<file path="src/rtl/mem_arbiter.sv">
// Shares one RAM port between the I-cache and D-cache request channels.
// Data side has priority; the instruction side is forced after STARVE_LIM data grants.
module mem_arbiter #(
  parameter int STARVE_LIM = 4,
  parameter int MAX_WAIT   = 15
) (
  input  logic        CLK,
  input  logic        nRST,
  input  logic        iREN,
  input  logic [31:0] iaddr,
  output logic        iwait,
  output logic [31:0] iload,
  input  logic        dREN,
  input  logic        dWEN,
  input  logic [31:0] daddr,
  input  logic [31:0] dstore,
  output logic        dwait,
  output logic [31:0] dload,
  output logic        ramREN,
  output logic        ramWEN,
  output logic [31:0] ramaddr,
  output logic [31:0] ramstore,
  input  logic [31:0] ramload,
  input  logic [1:0]  ramstate,
  output logic        arb_err
);

  typedef enum logic [1:0] {IDLE, DSERV, ISERV} state_e;

  localparam logic [31:0] BAD_WORD = 32'hBAD1BAD1;

  state_e      state_q, state_d;
  logic [3:0]  starve_q, starve_d;
  logic [7:0]  wait_q, wait_d;
  logic        err_q, err_d;

  logic dreq, ireq;
  logic access, rerr, tmo;
  logic gnt_act, rel, rel_d, rel_i;

  assign dreq    = dREN | dWEN;
  assign ireq    = iREN;
  assign access  = (ramstate == 2'b10);
  assign rerr    = (ramstate == 2'b11);
  assign tmo     = (wait_q == 8'(MAX_WAIT - 1));
  assign gnt_act = ((state_q == DSERV) && dreq) ||
                   ((state_q == ISERV) && ireq);
  assign rel     = gnt_act && (access || rerr || tmo);
  assign rel_d   = rel && (state_q == DSERV);
  assign rel_i   = rel && (state_q == ISERV);

  assign dwait   = dreq && !rel_d;
  assign iwait   = ireq && !rel_i;
  assign dload   = rel_d ? (access ? ramload : BAD_WORD) : '0;
  assign iload   = rel_i ? (access ? ramload : BAD_WORD) : '0;
  assign arb_err = err_q;

  // RAM port follows live requester inputs so a dropped request aborts at once
  always_comb begin
    ramREN   = 1'b0;
    ramWEN   = 1'b0;
    ramaddr  = '0;
    ramstore = '0;
    unique case (state_q)
      DSERV: begin
        ramaddr  = daddr;
        ramstore = dstore;
        ramWEN   = dWEN;
        ramREN   = dREN & ~dWEN;
      end
      ISERV: begin
        ramaddr = iaddr;
        ramREN  = iREN;
      end
      default: ;
    endcase
  end

  always_comb begin
    state_d  = state_q;
    starve_d = starve_q;
    wait_d   = wait_q;
    err_d    = err_q;
    if (state_q == IDLE) begin
      wait_d = '0;
      if (ireq && (starve_q == 4'(STARVE_LIM))) begin
        state_d  = ISERV;
        starve_d = '0;
      end else if (dreq) begin
        state_d = DSERV;
        if (ireq && (starve_q != 4'(STARVE_LIM)))
          starve_d = starve_q + 4'd1;
      end else if (ireq) begin
        state_d  = ISERV;
        starve_d = '0;
      end
    end else if (!gnt_act) begin
      state_d = IDLE;
    end else if (rel) begin
      state_d = IDLE;
      if (!access) err_d = 1'b1;
    end else begin
      wait_d = wait_q + 8'd1;
    end
  end

  always_ff @(posedge CLK or negedge nRST) begin
    if (!nRST) begin
      state_q  <= IDLE;
      starve_q <= '0;
      wait_q   <= '0;
      err_q    <= 1'b0;
    end else begin
      state_q  <= state_d;
      starve_q <= starve_d;
      wait_q   <= wait_d;
      err_q    <= err_d;
    end
  end

endmodule

</file>
<file path="config.mk">
export PLATFORM = sky130hd
export DESIGN_NAME = mem_arbiter
export DESIGN_NICKNAME = d
export VERILOG_FILES = /design/src/rtl/mem_arbiter.sv
export SDC_FILE = /design/constraint.sdc
export NUM_CORES = 1
export LEC_CHECK = 0
export BUFFER_PORTS_ARGS = -buffer_cell sky130_fd_sc_hd__buf_2
export CAP_MARGIN = 20
export CELL_PAD_IN_SITES_DETAIL_PLACEMENT = 0
export CELL_PAD_IN_SITES_GLOBAL_PLACEMENT = 2
export CORE_ASPECT_RATIO = 2
export CORE_UTILIZATION = 14
export CTS_CLUSTER_SIZE = 10
export DETAILED_ROUTE_END_ITERATION = 8
export PLACE_DENSITY = 0.81
export SLEW_MARGIN = 5
export SYNTH_ARGS = -nofsm -noshare
export SYNTH_HDL_FRONTEND = slang
export SYNTH_SLANG_ARGS = --single-unit
export TNS_END_PERCENT = 20
</file>
<file path="constraint.sdc">
create_clock -name CLK -period 5.03 [get_ports CLK]
set_input_delay 0.503 -clock CLK [delete_from_list [all_inputs] [get_ports CLK]]
set_output_delay 0.503 -clock CLK [all_outputs]
set_load 0.05 [all_outputs]
</file>
==> flow_summary.json <==
{
  "drtIter0Drc": 97,
  "synth_top_cell_area_share_pct": 17.9,
  "cts_setup_buffers": 0,
  "syn_area_um2": 2100,
  "cts_buffers": 3,
  "areaGrowthSynthToFinish_pct": 76.2,
  "yosysMostFrequentCell": "nor2_1",
  "fp.dieW_um": 88.6,
  "use_met3_pct": 1.18,
  "fin_setup_tns_ns": 0,
  "insertion_delay_ns": 0.24,
  "vdd_drop_max_mv": 0.254,
  "finalPower_mw": 1.78,
  "use_met2_pct": 23.7,
  "status": "finished clean",
  "grt_max_degree": 69,
  "r2r_slack_ns": 2.76,
  "ctsResizeCount": 0,
  "leakage_nw": 2.11,
  "wl_per_cell_um": 12.4,
  "drive_gt1_share_pct": 50.0,
  "port_buffers": 267,
  "layout_min_cycle_time_ns": 3.12,
  "critPathLaunch": "state_q[0]",
  "worstPathArrival_ns": 2.62,
  "max-slew-margin-rel_pct": 44.0,
  "hold_buffers": 0,
  "busiest_layer": "met2",
  "route.vias.total": 3181,
  "fp.dieArea_um2": 15500,
  "r2r_start": "state_q[0]",
  "initial_core_util_pct": 14.3,
  "cap_violations": 0,
  "die_h_um": 175,
  "gr-usage-met1_pct": 11.2,
  "grt_pass1_vias": 2930,
  "gp_congestion": 0.804,
  "hold_violations": 0,
  "postRouteAntennaNets": 0,
  "syn_nets": 462,
  "clockRootBuffer": "clkbuf_16",
  "post-route-util_pct": 25.1,
  "report.final.slew_viol_count": 0,
  "post-route-period-util_pct": 62.0,
  "yosys_register_bits": 15,
  "cp-end-kind": "primary output",
  "finalNonFillerCells": 765,
  "nets": 713,
  "yosysWarnings": 0,
  "cp.required_ns": 4.53,
  "clock_skew_ns": 0.00250,
  "antenna_found_initial": 0,
  "totalWireLength_um": 9510,
  "synth_flop_cell": "dfrtp_1",
  "grt_pass1_wl_um": 13900,
  "path_class": "reg2out",
  "io_pins": 268,
  "postSynth.asyncResetShare_pct": 100,
  "synthDistinctLibCells": 40,
  "startpoint_type": "flip-flop",
  "synth.area.top_cells": "dfrtp_1 (18%), nor2_1 (17%), a22oi_1 (12%), nor2b_1 (10%), and2_1 (10%)",
  "syn_inst": 320,
  "timing.fmax_mhz": 321,
  "clkSlewWorstSetupHoldPaths_ns": 0.05,
  "num_antenna_cells": 0,
  "rsz0062_at_grt": "no",
  "track_usage_pct": 11.4,
  "rows": 63,
  "via_per_inst": 4.16,
  "cts_buffer_depth": 2,
  "cts_tree": "built",
  "p_per_area_nw_per_um2": 482,
  "min_path_type": "in2async",
  "cp_max_fo": 34,
  "drc": 0,
  "hpwl_um": 8080,
  "setup_viol": 0,
  "synth_edf_count": 0,
  "dpl.cell_count": 761,
  "firstDrtPassIters": 4,
  "clock-sinks": 15,
  "yosysSeqAreaShare_pct": 17.9,
  "grt_overflow": 0,
  "yosysTopAreaCell": "dfrtp_1",
  "h-tree-depth": 1,
  "core-area_um2": 14700,
  "synthTopCellsByCount": "nor2_1 (93), nor2b_1 (35), and2_1 (34)",
  "nFillCells": 1639,
  "avgSynthCellArea_um2": 6.56,
  "tightest_slew_ns": 0.840
}
-- kinds of logic after synthesis --
family | after synthesis | synth area share [%]
xor+xnor | 4 | 1.67
fa+ha+maj | 7 | 4.17
compound gates | 52 | 18.9
flops | 15 | 17.9
buf+inv | 31 | 6.61
simple gates | 207 | 48.8
mux | 4 | 2.02
-- sequential cells by signal, indices dropped and copies added, names as in the netlist --
name      flops
state_q       2
starve_q      4
arb_err       1
wait_q        8
-- worst max-delay path, cell delays in order (launching register included) --
cell	delay, ns
dfrtp_1	0.38
inv_1	0.10
ha_1	0.15
buf_4	0.35
nand2_4	0.13
nand2_1	0.13
nand3_1	0.39
buf_16	0.32
nor2_1	0.12
buf_2	0.28
-- final timing paths --
kind / end / depth (start not counted)
worst max-delay path: iload[2] / 9
worst min-delay path: wait_q[7] / 1
worst max register to register: wait_q[3] / 7
worst min register to register: starve_q[3] / 1
max in group asynchronous: wait_q[0] / 1
min in group CLK: starve_q[3] / 1
-- power by group --
part           switching [mW]  leakage, nW  internal, mW  total, mW
Combinational            1.07         1.87         0.383       1.45
Sequential             0.0281        0.199         0.148      0.176
Clock                  0.0488       0.0409         0.106      0.155
-- per-stage QoR --
stage,worst slack [ns],hold slack [ns],instance area (um^2)
2_1_floorplan,2.48,0.207,2100
3_3_place_gp,1.63,0.438,3590
3_5_place_dp,2.16,0.441,3620
4_1_cts,1.89,0.178,3700
5_1_grt,1.67,0.184,3700
6_report,1.91,0.167,3700
-- layout by cell type (no fill, tap or decap), drive strengths merged, types with 2 or more instances in the layout --
cell type  instances
a31o               2
and4b              2
ha                 7
nor2              93
nand4              4
nand2b             4
and2              35
inv                5
o21ai              6
nand2             23
nor2b             35
nor3               2
a21oi              2
xnor2              4
dfrtp             15
clkbuf             3
a211oi             4
a22oi             33
mux2i              2
buf              272
mux2               2
nand3              4
-- final cells by class --
type	count	area [um^2]	share of cell area, %
repair buffers	272	1390	37.7
multi-input cells	274	1590	42.9
well taps	195	244	6.59
inverters	5	18.8	0.507
flip-flops and latches	15	375	10.1
clock inverters	1	5.00	0.135
clock buffers	3	75.1	2.03
-- routing by layer --
| layer | share of wire (%) | vias to the layer above | routed length, um |
|---|---|---|---|
| met3 | 6.8 | 10 | 645 |
| met4 | 1.4 | 0 | 135 |
| met5 | 0 | - | 0 |
| met1 | 37 | 1423 | 3500 |
| met2 | 55 | 188 | 5230 |
| li1 | - | 1560 | - |
Power figures use the tool's default switching activity.
